==> src/rtl/ad9364_tx_scheduler.sv <==
// Paced two-source transmit scheduler for the AD9364 1R1T DAC port.
// Each grant covers a fixed-length burst; strobes no source fills carry an idle sample.
module ad9364_tx_scheduler #(
    parameter int            DW        = 12,
    parameter int            RATE_DIV  = 2,
    parameter int            BURST_LEN = 16,
    parameter logic [DW-1:0] IDLE_I    = '0,
    parameter logic [DW-1:0] IDLE_Q    = '0
) (
    input  logic          clk,
    input  logic          rstn,
    input  logic          enable,
    input  logic          prio_mode,
    input  logic          underflow_clr,
    input  logic          s0_valid,
    input  logic [DW-1:0] s0_data_i,
    input  logic [DW-1:0] s0_data_q,
    output logic          s0_ready,
    input  logic          s1_valid,
    input  logic [DW-1:0] s1_data_i,
    input  logic [DW-1:0] s1_data_q,
    output logic          s1_ready,
    output logic          dac_valid,
    output logic [DW-1:0] dac_data_i1,
    output logic [DW-1:0] dac_data_q1,
    output logic [1:0]    grant,
    output logic          underflow,
    output logic [15:0]   underflow_cnt
);

    typedef enum logic {ST_IDLE, ST_STREAM} state_t;

    localparam logic [3:0]  PACE_LAST  = 4'(RATE_DIV - 1);
    localparam logic [15:0] BURST_LAST = 16'(BURST_LEN - 1);

    state_t        state, state_nxt;
    logic [3:0]    pace_cnt;
    logic [15:0]   burst_cnt, burst_nxt;
    logic [1:0]    grant_nxt, pick;
    logic          last_grant, last_nxt;
    logic          tick, sel_valid, take, send_idle, uf_evt;
    logic [DW-1:0] sel_i, sel_q;

    assign tick      = enable && (pace_cnt == PACE_LAST);
    assign sel_valid = grant[1] ? s1_valid  : s0_valid;
    assign sel_i     = grant[1] ? s1_data_i : s0_data_i;
    assign sel_q     = grant[1] ? s1_data_q : s0_data_q;
    assign s0_ready  = (state == ST_STREAM) && tick && grant[0];
    assign s1_ready  = (state == ST_STREAM) && tick && grant[1];

    always_ff @(posedge clk or negedge rstn) begin
        if (!rstn)
            pace_cnt <= '0;
        else if (!enable || pace_cnt == PACE_LAST)
            pace_cnt <= '0;
        else
            pace_cnt <= pace_cnt + 4'd1;
    end

    // last_grant=1 means s1 was served last, so s0 wins the next contested round.
    always_comb begin
        pick = 2'b10;
        if (s0_valid && s1_valid)
            pick = (prio_mode || last_grant) ? 2'b01 : 2'b10;
        else if (s0_valid)
            pick = 2'b01;
    end

    always_comb begin
        state_nxt = state;
        grant_nxt = grant;
        last_nxt  = last_grant;
        burst_nxt = burst_cnt;
        take      = 1'b0;
        send_idle = 1'b0;
        uf_evt    = 1'b0;
        if (!enable) begin
            state_nxt = ST_IDLE;
            grant_nxt = 2'b00;
            burst_nxt = '0;
            if (grant != 2'b00)
                last_nxt = grant[1];
        end else begin
            case (state)
                ST_IDLE: begin
                    send_idle = tick;
                    if (s0_valid || s1_valid) begin
                        grant_nxt = pick;
                        state_nxt = ST_STREAM;
                    end
                end
                ST_STREAM: begin
                    if (tick) begin
                        if (sel_valid) begin
                            take = 1'b1;
                            burst_nxt = burst_cnt + 16'd1;
                        end else begin
                            send_idle = 1'b1;
                            uf_evt    = 1'b1;
                        end
                        if (!sel_valid || burst_cnt == BURST_LAST) begin
                            state_nxt = ST_IDLE;
                            grant_nxt = 2'b00;
                            last_nxt  = grant[1];
                            burst_nxt = '0;
                        end
                    end
                end
                default: state_nxt = ST_IDLE;
            endcase
        end
    end

    always_ff @(posedge clk or negedge rstn) begin
        if (!rstn) begin
            state         <= ST_IDLE;
            grant         <= 2'b00;
            last_grant    <= 1'b1;
            burst_cnt     <= '0;
            dac_valid     <= 1'b0;
            dac_data_i1   <= '0;
            dac_data_q1   <= '0;
            underflow     <= 1'b0;
            underflow_cnt <= '0;
        end else begin
            state      <= state_nxt;
            grant      <= grant_nxt;
            last_grant <= last_nxt;
            burst_cnt  <= burst_nxt;
            dac_valid  <= take || send_idle;
            underflow  <= uf_evt;
            if (take) begin
                dac_data_i1 <= sel_i;
                dac_data_q1 <= sel_q;
            end else if (send_idle) begin
                dac_data_i1 <= IDLE_I;
                dac_data_q1 <= IDLE_Q;
            end
            // A clear in the same cycle as an underflow leaves the count at zero.
            if (underflow_clr)
                underflow_cnt <= '0;
            else if (uf_evt && underflow_cnt != 16'hFFFF)
                underflow_cnt <= underflow_cnt + 16'd1;
        end
    end

endmodule
==> config.mk <==
export PLATFORM = sky130hd
export DESIGN_NAME = ad9364_tx_scheduler
export DESIGN_NICKNAME = d
export VERILOG_FILES = /design/src/rtl/ad9364_tx_scheduler.sv
export SDC_FILE = /design/constraint.sdc
export NUM_CORES = 1
export LEC_CHECK = 0
export CORE_MARGIN = 2
export CORE_UTILIZATION = 43
export DETAILED_ROUTE_END_ITERATION = 8
export GPL_ROUTABILITY_DRIVEN = 1
export HOLD_SLACK_MARGIN = 0.1
export PLACE_DENSITY_LB_ADDON = 0.05
export SKIP_CTS_REPAIR_TIMING = 1
export SYNTH_ARGS = -nofsm -noshare
export SYNTH_HDL_FRONTEND = slang
export SYNTH_SLANG_ARGS = --single-unit
==> constraint.sdc <==
create_clock -name clk -period 2.9 [get_ports clk]
set_input_delay 0.435 -clock clk [delete_from_list [all_inputs] [get_ports clk]]
set_output_delay 0.435 -clock clk [all_outputs]
set_load 0.02 [all_outputs]
Word level (Yosys, flattened, before mapping)
Index checks and enable logic that the tools add are counted.

operators by class
  $add $sub $neg = 3
  equality and inequality tests = 10
  mux-type cells = 42
  bitwise gates (word level) = 1
  reductions and logical operators = 20

operators with widths
  kind                     number
  $mux W16                 7
  $mux W12                 5
  $add A16 B1 Y16 const B  2
  $mux W1                  19
  $eq A16 B4 Y1 const B    1
  $ne A16 B16 Y1 const B   1
  $mux W2                  7
  $reduce_bool A2 Y1       4
  $logic_and A1 B1 Y1      6
  $ne A2 B1 Y1 const B     3
  $ne A3 B2 Y1 const B     2
  $reduce_and A3 Y1        2
  $logic_or A1 B1 Y1       5
  $add A4 B1 Y4 const B    1
  $eq A4 B1 Y1 const B     1
  $mux W4                  1
  $pmux W1 S2              2
  $pmux W2 S2              1
  $reduce_and A4 Y1        1
  $ne A3 B1 Y1 const B     1
  $ne A3 B3 Y1 const B     1
  $logic_not A1 Y1         2
  $not A1 Y1               1

word-level totals
  register bits after elaboration = 66

Logic depth before layout (Yosys ltp)
Gate-level depths: netlist of the first run.

  word-level depth = 8
  depth in mapped cells = 10

Worst setup path after synthesis of the first run
Ideal clock, no wire load.

  kind = register to register
  start = register pace_cnt[1]
  end = register underflow_cnt[15]
  library setup time = 0.078 ns
  arrival time = 1.888 ns
  required time = 2.822 ns
  path slack = 0.934 ns
  cell stages (with the launch flop) = 8
  buffers on the path = 0
  period minus slack after synthesis = 1.966 ns
  path through = dfrtp_1 -> inv_1 -> ha_1 -> and4bb_2 -> nand3_2 -> or3_4 -> or4_1 -> a21oi_1

on the way
  word-level cells in the longest chain between the ends = 7

RTL lines
  element                       RTL line  source
  from (decl)                   37        logic [3:0] pace_cnt;
  from (signal assigned)        57        pace_cnt <= pace_cnt + 4'd1;
  $eq A4 B1 Y1                  44        assign tick = enable && (pace_cnt == PACE_LAST);
  $logic_and A1 B1 Y1           44
  $mux W1                       93        if (tick) begin
  $mux W1                       84        case (state)
  $mux W1                       77        if (!enable) begin
  $logic_and A1 B1 Y1           142       else if (uf_evt && underflow_cnt != 16'hFFFF)
  $reduce_bool A2 Y1 (no line)  n/a
  to (signal assigned)          143       underflow_cnt <= underflow_cnt + 16'd1;
  to (decl)                     28        output logic [15:0] underflow_cnt

Every way passes these cells.
A chain may end at the register's enable or synchronous reset.

Worst setup path after layout of the first run
  start = register pace_cnt[1]
  end = output port s1_ready

on the way
  word-level cells in the longest chain between the ends = 4

RTL lines
  element                            RTL line  source
  $eq A4 B1 Y1                       44
  $logic_and A1 B1 Y1                44
  $logic_and A1 B1 Y1 (2 in series)  49        assign s1_ready = (state == ST_STREAM) && tick && grant[1];
  to (decl)                          22        output logic s1_ready,

Every way passes these cells.

==> flow_summary.yaml, run 1 <==
cells_and_area:
  area_growth_syn_to_layout_pct: 40.0
  drive_gt1_share_pct: 7.25
  final_util_pct: 61.4
  insertedDiodeCount: 0
  nets: 509
yosys:
  syn_area_sq_um: 3360
  netlist_top_cells_count: "dfrtp_1 (65), nand2_1 (49), o21ai_0 (33), mux2i_1 (25), nor2_1 (22)"
  yosys-top-cells-area: "dfrtp_1 (48%), mux2i_1 (7.5%), nand2_1 (5.5%)"
  synth_edf_count: 0
  synth_most_common_cell: "dfrtp_1"
  synth_cell_types: 46
  syn_inst: 347
  netlist.area_leader.share_pct: 48.5
  yosysSeqAreaShare_pct: 49.3
  yosysTopAreaCell: "dfrtp_1"
  async_flop_share_pct: 100
  synth_fp_nets: 406
  avgSynthCellArea_sq_um: 9.67
  yosysWarnings: 0
  yosys_register_bits: 66
  dominantRegCellSynth: "dfrtp_1"
floorplan:
  die_area_sq_um: 8530
  die_w_um: 92.3
  num_io_pins: 101
  core_sq_um: 7650
  rows: 32
  die_h_um: 92.3
  initial_core_util_pct: 43.9
timing:
  fin_skew_ns: 0.0131
  totalNegativeSetupSlack_ns: 0
  tightest_slew_ns: 0.718
  rsz0062_at_grt: "no"
  maxSlewHeadroom_pct: 51.5
  timing.fmax_mhz: 407
  post-route-period-util_pct: 84.8
  drv_slew: 0
  fin_crit_ns: 2.46
  finalSetupViolations: 0
  hold_viol: 0
clock_tree:
  htree_num_levels: 3
  cts.sink_count: 66
  cts_tree: "built"
  cts_root_buf: "clkbuf_8"
  clk_latency_ns: 0.34
  clk_pin_slew_ns: 0.07
  cts_buffers: 9
  cts.path.max_buffers: 2
detailed_routing:
  detailroute.via_count: 2969
  wire_per_inst_um: 14.6
  viasPerCell: 5.33
  dr.pass1.iters: 4
  antenna_left: 0
  routed_wl_um: 8110
  drt_iter0_drc: 100
  drc_errors: 0
placed_design:
  io_buffer_count: 100
  globalplace.congestion: 0.846
  hpwl_um: 5880
global_routing:
  grt_pass1_wl_um: 13900
  antenna_found_initial: 0
  grt-ovfl-total: 0
  grt_use_total_pct: 20.5
  grt_max_degree: 26
  grt_pass1_vias: 2909
outcome:
  run_status: "finished clean"
critical_path:
  crit_chain: "inv_1 -> ha_1 -> and4bb_2 -> and3_1 -> clkdlybuf4s50_1"
  worst_path_largest_cell_delay_ns: 0.60
  end_kind: "primary output"
  cp_max_fo: 4
  cp-start-kind: "flip-flop"
  cp.required_ns: 2.47
  path_class: "reg2out"
  cpMaxStageDelayCell: "clkdlybuf4s50_1"
  cp.arrival_ns: 2.02
power_and_ir_drop:
  power.density_nw_per_um2: 518
  ir_drop_uv: 267
  p_leak_nw: 1.91
flow_run:
  maxCapViolations: 0
hold_path:
  min_path_type: "reg2reg"
## worst paths after layout
path / from / end / slack [ns] / cells past startpoint
worst max register to register: pace_cnt[1]$_DFF_PN0_ / burst_cnt[9]$_DFFE_PN0P_ / 0.68 / 9
worst min register to register: dac_data_i1[6]$_DFFE_PN0P_ / dac_data_i1[6]$_DFFE_PN0P_ / 0.48 / 2
worst min-delay path: dac_data_i1[6]$_DFFE_PN0P_ / dac_data_i1[6]$_DFFE_PN0P_ / 0.48 / 2
max in group asynchronous: rstn / dac_data_q1[2]$_DFFE_PN0P_ / 1.61 / 3
worst max-delay path: pace_cnt[1]$_DFF_PN0_ / s1_ready / 0.44 / 5
min in group asynchronous: rstn / burst_cnt[5]$_DFFE_PN0P_ / 0.57 / 2
## per-stage QoR
stage / power (mW) / setup slack [ns] / hold slack, ns / instance area (sq um) / cells
floorplan: 1.29 / 0.934 / 0.139 / 3360 / 347
global placement: 1.57 / 0.531 / 0.404 / 4460 / 540
detailed placement: 1.58 / 0.472 / 0.410 / 4460 / 540
CTS: 2.46 / 0.412 / 0.0310 / 4690 / 556
global route: 2.57 / 0.294 / 0.520 / 4700 / 557
finish: 2.43 / 0.441 / 0.480 / 4700 / 557
## cell families (layout without fill, tap and decap cells)
group	after synthesis	in the layout	share of synthesized area (%)
compound gates	70	70	12.2
xor+xnor	15	15	3.92
fa+ha+maj	4	4	1.49
buf+inv	26	134	3.28
flops	66	66	49.3
mux	27	27	8.46
simple gates	139	139	21.4
## cell usage in the layout, fill, tap and decap left out, types with 7 or more instances in the layout
master / netlist / final
inv_1: 10 / 10
nand2_1: 49 / 49
nor2_1: 22 / 22
clkbuf_8: 0 / 11
o21ai_0: 33 / 33
a21oi_1: 11 / 11
dfrtp_1: 65 / 65
buf_4: 1 / 7
nor4_1: 10 / 10
xnor2_1: 14 / 14
clkdlybuf4s50_1: 0 / 99
mux2i_1: 25 / 25
a31oi_1: 14 / 14
nand3_1: 11 / 11
nand4_1: 9 / 9
## worst max-delay path, delay by kind of cell, from the launching register on
kind,cells,cell delay [ns]
adder cells (fa/ha/maj),1,0.17
buffers and inverters,2,0.66
flip-flops,1,0.39
AND/OR/NAND/NOR,2,0.47
## routing by layer
metal  share of wire (%)  routed length (um)  up-vias  GRT usage, %
met5                   0                   0        -             0
li1                    -                   -     1459             -
met1                  45                3650     1397          26.1
met3                 9.1                 734        9          7.73
met4                 1.1                  92        0          7.71
met2                  45                3630      104          31.9
## final cells by class
type | count | area, sq um
clock inverters | 4 | 73.8
inverters | 10 | 37.5
repair buffers | 108 | 1060
well taps | 102 | 128
fillers | 681 | 2950
clock buffers | 12 | 155
multi-input cells | 255 | 1590
flip-flops and latches | 66 | 1650
## power breakdown
group	switching, mW	internal, mW
clock network	0.345	0.532
registers	0.0504	1.00
logic	0.256	0.250
## sequential cells by signal, indices dropped and copies added, names as in the netlist
register and cells:
state 1, dac_data_q1 12, burst_cnt 16, last_grant 1
dac_valid 1, underflow 1, grant 2, dac_data_i1 12
underflow_cnt 16, pace_cnt 4
No activity file was read; power rests on OpenSTA's default activity.
==> run 2: changes to the inputs <==
==> constraint.sdc (replaced) <==
create_clock -name clk -period 2.03 [get_ports clk]
set_input_delay 0.3045 -clock clk [delete_from_list [all_inputs] [get_ports clk]]
set_output_delay 0.3045 -clock clk [all_outputs]
set_load 0.02 [all_outputs]
==> run 2 against run 1 <==
Final area grew 3.9%; utilization up 2.4 points; routed wire length is 5.7% higher; cell count rose by 3.8%; first-iteration DRC count rose by 87%; critical path depth is 2 higher; count of clock-buffer cells in the layout is 1 lower; non-clock buffer count increased by 21; critical path type is now reg2reg.
==> flow_summary.yaml, run 2 (synthesis results as in run 1) <==
detailed_routing:
  antenna_left: 0
  detailroute.via_count: 3063
  drt_iter0_drc: 187
  routed_wl_um: 8570
  drc_errors: 0
  viasPerCell: 5.30
  wire_per_inst_um: 14.8
  dr.pass1.iters: 5
critical_path:
  path_buf_inv: 1
  cp_max_fo: 5
  end_kind: "flip-flop"
  cp.arrival_ns: 2.22
  cp.required_ns: 2.28
  cpMaxStageDelayCell: "or4_4"
  cp-start-kind: "flip-flop"
  worst_path_largest_cell_delay_ns: 0.43
  path_class: "reg2reg"
  cp_top_family: "simple AND/OR/NAND/NOR gates"
  crit_chain: "inv_2 -> ha_4 -> and4bb_2 -> nand3_2 -> or3_4 -> or4_4 -> a21oi_2"
clock_tree:
  cts.sink_count: 66
  htree_num_levels: 3
  cts_buffers: 9
  clk_latency_ns: 0.34
  cts_tree: "built"
  cts_root_buf: "clkbuf_8"
  clk_pin_slew_ns: 0.08
  cts.path.max_buffers: 2
cells_and_area:
  mostFrequentLayoutCell: "clkdlybuf4s50_1"
  insertedDiodeCount: 0
  drive_gt1_share_pct: 14.3
  nets: 530
  final_util_pct: 63.9
  top_regs: "burst_cnt (16), underflow_cnt (16)"
  area_growth_syn_to_layout_pct: 45.5
  final_cell_mix: "clkdlybuf4s50_1 (97), dfrtp_1 (65), nand2_1 (49)"
timing:
  holdWs_ns: 0.478
  drv_slew: 0
  timing.fmax_mhz: 507
  fin_skew_ns: 0.0142
  fin_crit_ns: 1.97
  maxSlewHeadroom_pct: 57.3
  finalSetupViolations: 0
  hold_viol: 0
  post-route-period-util_pct: 97.1
  totalNegativeSetupSlack_ns: 0
  tightest_slew_ns: 0.639
  rsz0062_at_grt: "yes"
  finalWorstSetupSlack_ns: 0.0587
floorplan:
  rows: 32
  initial_core_util_pct: 43.9
  die_h_um: 92.3
  die_w_um: 92.3
  core_sq_um: 7650
  num_io_pins: 101
  die_area_sq_um: 8530
power_and_ir_drop:
  p_leak_nw: 2.02
  seqPwrFrac_pct: 43.7
  power.density_nw_per_um2: 699
  ir_drop_uv: 324
  switching_power_mw: 0.964
  pwr-share-clk_pct: 33.3
  total_power_mw: 3.42
  swShare_pct: 28.2
  p_comb_share_pct: 23.0
  internal-power_mw: 2.45
global_routing:
  antenna_found_initial: 0
  grt_use_total_pct: 20.6
  grt_pass1_wl_um: 14000
  grt-ovfl-total: 0
  grt_pass1_vias: 2959
  grt_max_degree: 39
placed_design:
  dp_slack_ns: -0.121
  hpwl_um: 6270
  globalplace.congestion: 0.841
  io_buffer_count: 100
flow_run:
  maxCapViolations: 0
outcome:
  run_status: "finished clean"
hold_path:
  min_path_type: "reg2reg"
run 2: cell count changes in the layout (fill, tap and decap cells not counted), sizes merged:
cell           previous run  this run
clkdlybuf4s50            99        97
clkinvlp                  0         1
bufinv                    2         1
clkinv                    2         3
buf                       8        29
clkbuf                   12        13
run 2: area by class of cell:
class                      instances  area [sq um]
tap                              102           128
fill                             643          2760
inverter                          10          37.5
timing repair buffer             129          1220
clock inverter                     5          52.6
sequential                        66          1650
clock buffer                      11           151
multi-input combinational        255          1640
run 2: layer usage:
layer,track usage (%),vias up,share of wire (%)
li1,-,1501,-
met1,27.0,1440,45
met2,31.9,114,46
met3,7.00,8,8.0
met4,7.46,0,1.2
met5,0,-,0
run 2: metrics by stage:
| stage | cells | area, sq um |
|---|---|---|
| after global routing | 578 | 4880 |
| after detailed placement | 559 | 4610 |
| after CTS | 575 | 4820 |
| after global placement | 559 | 4610 |
| after floorplan | 347 | 3360 |
| final | 578 | 4880 |
run 2: final timing paths:
| path | from | to | slack (ns) | cells past startpoint |
|---|---|---|---|---|
| worst max-delay path | pace_cnt[1]$_DFF_PN0_ | underflow_cnt[11]$_DFFE_PN0P_ | 0.06 | 7 |
| worst min-delay path | dac_data_i1[4]$_DFFE_PN0P_ | dac_data_i1[4]$_DFFE_PN0P_ | 0.48 | 2 |
| worst max register to register | pace_cnt[1]$_DFF_PN0_ | underflow_cnt[11]$_DFFE_PN0P_ | 0.06 | 7 |
| worst min register to register | dac_data_i1[4]$_DFFE_PN0P_ | dac_data_i1[4]$_DFFE_PN0P_ | 0.48 | 2 |
| max in group asynchronous | rstn | last_grant$_DFFE_PN1P_ | 1.10 | 3 |
| min in group asynchronous | rstn | pace_cnt[0]$_DFF_PN0_ | 0.51 | 3 |
run 2: power groups by stage:
stage | Combinational [mW] | Clock [mW] | Sequential [mW]
finish | 0.786 | 1.14 | 1.49
global route | 0.857 | 1.23 | 1.51
CTS | 0.786 | 1.17 | 1.49
detailed placement | 0.784 | 0 | 1.51
global placement | 0.770 | 0 | 1.51
floorplan | 0.218 | 0 | 1.63
run 2: tightest hold or removal path: stages (launching register included):
cell and delay, ns:
dfrtp_1 0.34, nand2_1 0.04, o21ai_0 0.06
==> run 3: changes to the inputs <==
--- a/config.mk
+++ b/config.mk
@@ -9,7 +9,6 @@
 export CORE_UTILIZATION = 43
 export DETAILED_ROUTE_END_ITERATION = 8
 export GPL_ROUTABILITY_DRIVEN = 1
-export HOLD_SLACK_MARGIN = 0.1
 export PLACE_DENSITY_LB_ADDON = 0.05
 export SKIP_CTS_REPAIR_TIMING = 1
 export SYNTH_ARGS = -nofsm -noshare
==> constraint.sdc (replaced) <==
create_clock -name clk -period 2 [get_ports clk]
set_input_delay 0.3 -clock clk [delete_from_list [all_inputs] [get_ports clk]]
set_output_delay 0.3 -clock clk [all_outputs]
set_load 0.02 [all_outputs]
==> run 3 against run 2 <==
The flow now finishes with violations (hold timing); first-iteration DRC count fell by 36%; cell count decreased by 0.17%; die area stayed put; clock skew shrank 0.0022 ns; critical path depth stayed put; sequential power about the same; routed wire length down 1.6%; via count down 1.2%; final area rose by 0.44%; combinational power rose by 2%.
==> flow_summary.yaml, run 3 (synthesis results as in run 1) <==
timing:
  finalWorstSetupSlack_ns: 0.0561
  maxSlewHeadroom_pct: 58.1
  rsz0062_at_grt: "yes"
  finalSetupViolations: 0
  tightest_slew_ns: 0.628
  drv_slew: 0
  holdWs_ns: -0.0248
  timing.fmax_mhz: 514
  fin_skew_ns: 0.0121
  post-route-period-util_pct: 97.2
  hold_viol: 23
  fin_crit_ns: 1.94
power_and_ir_drop:
  swShare_pct: 27.3
  total_power_mw: 3.52
  internal-power_mw: 2.56
  power.density_nw_per_um2: 717
  pwr-share-clk_pct: 34.3
  ir_drop_uv: 331
  p_leak_nw: 2.02
  switching_power_mw: 0.962
  p_comb_share_pct: 22.7
  seqPwrFrac_pct: 43.0
detailed_routing:
  drc_errors: 0
  dr.pass1.iters: 4
  detailroute.via_count: 3026
  viasPerCell: 5.24
  antenna_left: 0
  routed_wl_um: 8440
  drt_iter0_drc: 119
  wire_per_inst_um: 14.6
floorplan:
  core_sq_um: 7650
  rows: 32
  initial_core_util_pct: 43.9
  die_area_sq_um: 8530
  num_io_pins: 101
  die_h_um: 92.3
  die_w_um: 92.3
critical_path:
  cp_top_family: "simple AND/OR/NAND/NOR gates"
  cp.arrival_ns: 2.19
  cp.required_ns: 2.25
  cp_max_fo: 5
  cp-start-kind: "flip-flop"
  cpMaxStageDelayCell: "or4_1"
  path_buf_inv: 1
  path_class: "reg2reg"
  worst_path_largest_cell_delay_ns: 0.41
  end_kind: "flip-flop"
  crit_chain: "inv_2 -> ha_4 -> and4bb_2 -> nand3_2 -> or3_4 -> or4_1 -> a21oi_1"
global_routing:
  grt_pass1_vias: 2934
  grt_pass1_wl_um: 14100
  grt_use_total_pct: 21.1
  antenna_found_initial: 0
  grt_max_degree: 43
  grt-ovfl-total: 0
placed_design:
  globalplace.congestion: 0.846
  dp_slack_ns: -0.143
  hpwl_um: 6130
  io_buffer_count: 100
cells_and_area:
  final_cell_mix: "clkdlybuf4s50_1 (97), dfrtp_1 (65), nand2_1 (49)"
  area_growth_syn_to_layout_pct: 46.2
  nets: 529
  drive_gt1_share_pct: 14.1
  top_regs: "burst_cnt (16), underflow_cnt (16)"
  insertedDiodeCount: 0
  mostFrequentLayoutCell: "clkdlybuf4s50_1"
outcome:
  run_status: "finished, violations left"
  violations: "hold timing"
clock_tree:
  htree_num_levels: 3
  cts.path.max_buffers: 2
  cts_buffers: 9
  cts_root_buf: "clkbuf_8"
  clk_pin_slew_ns: 0.07
  cts.sink_count: 66
  cts_tree: "built"
  clk_latency_ns: 0.34
flow_run:
  maxCapViolations: 0
hold_path:
  min_path_type: "in2async"
==> run 3: changes by cell type in the layout (fill, tap and decap cells not counted), sizes merged <==
cell         before  now
dlygate4sd3       1    0
bufinv            1    2
buf              29   31
clkinvlp          1    0
clkbuf           13   11
==> run 3: per-stage QoR <==
stage	area (sq um)	setup TNS (ns)	utilization (%)	hold WS, ns	cells
after floorplan	3360	0	-	0.00441	347
final	4900	0	64.1	-0.0248	577
after global placement	4630	-0.327	60.6	0.347	560
after CTS	4840	-0.814	63.4	-0.0201	576
after detailed placement	4630	-0.428	60.6	0.348	560
after global routing	4900	-0.0747	64.1	0.00726	577
==> run 3: path summary, 6_finish.rpt <==
path	from	to	slack, ns	depth (start not counted)
setup / recovery	pace_cnt[1]$_DFF_PN0_	underflow_cnt[13]$_DFFE_PN0P_	0.06	7
hold / removal	rstn	pace_cnt[2]$_DFF_PN0_	-0.02	1
min in group clk	dac_data_i1[4]$_DFFE_PN0P_	dac_data_i1[4]$_DFFE_PN0P_	0.48	2
setup reg to reg	pace_cnt[1]$_DFF_PN0_	underflow_cnt[13]$_DFFE_PN0P_	0.06	7
max in group asynchronous	rstn	underflow_cnt[0]$_DFFE_PN0P_	1.38	2
hold reg to reg	dac_data_i1[4]$_DFFE_PN0P_	dac_data_i1[4]$_DFFE_PN0P_	0.48	2
==> run 3: worst reg2reg max path, cell delays in order, from the launching register on <==
cell and delay, ns:
dfrtp_1 0.39, inv_2 0.07, ha_4 0.13, and4bb_2 0.26
nand3_2 0.11, or3_4 0.37, or4_1 0.41, a21oi_1 0.13
==> run 3: final cells by class <==
cell class	instances	area (sq um)
Clock buffer	11	131
Clock inverter	5	78.8
Fill cell	648	2740
Inverter	10	37.5
Multi-Input combinational cell	255	1650
Sequential cell	66	1650
Tap cell	102	128
Timing Repair Buffer	128	1230
==> run 3: layer usage <==
| layer | wire length (um) | vias to the layer above | GRT usage [%] |
|---|---|---|---|
| met5 | 0 | - | 0 |
| met2 | 3810 | 115 | 31.4 |
| met4 | 74 | 0 | 7.59 |
| li1 | - | 1500 | - |
| met1 | 3790 | 1405 | 28.1 |
| met3 | 762 | 6 | 7.97 |
==> run 3: power groups by stage <==
stage	Clock [mW]	Sequential (mW)	Combinational, mW
after floorplan	0	1.66	0.221
after global placement	0	1.53	0.787
after detailed placement	0	1.54	0.795
after CTS	1.23	1.51	0.799
after global routing	1.30	1.53	0.877
final	1.21	1.51	0.799
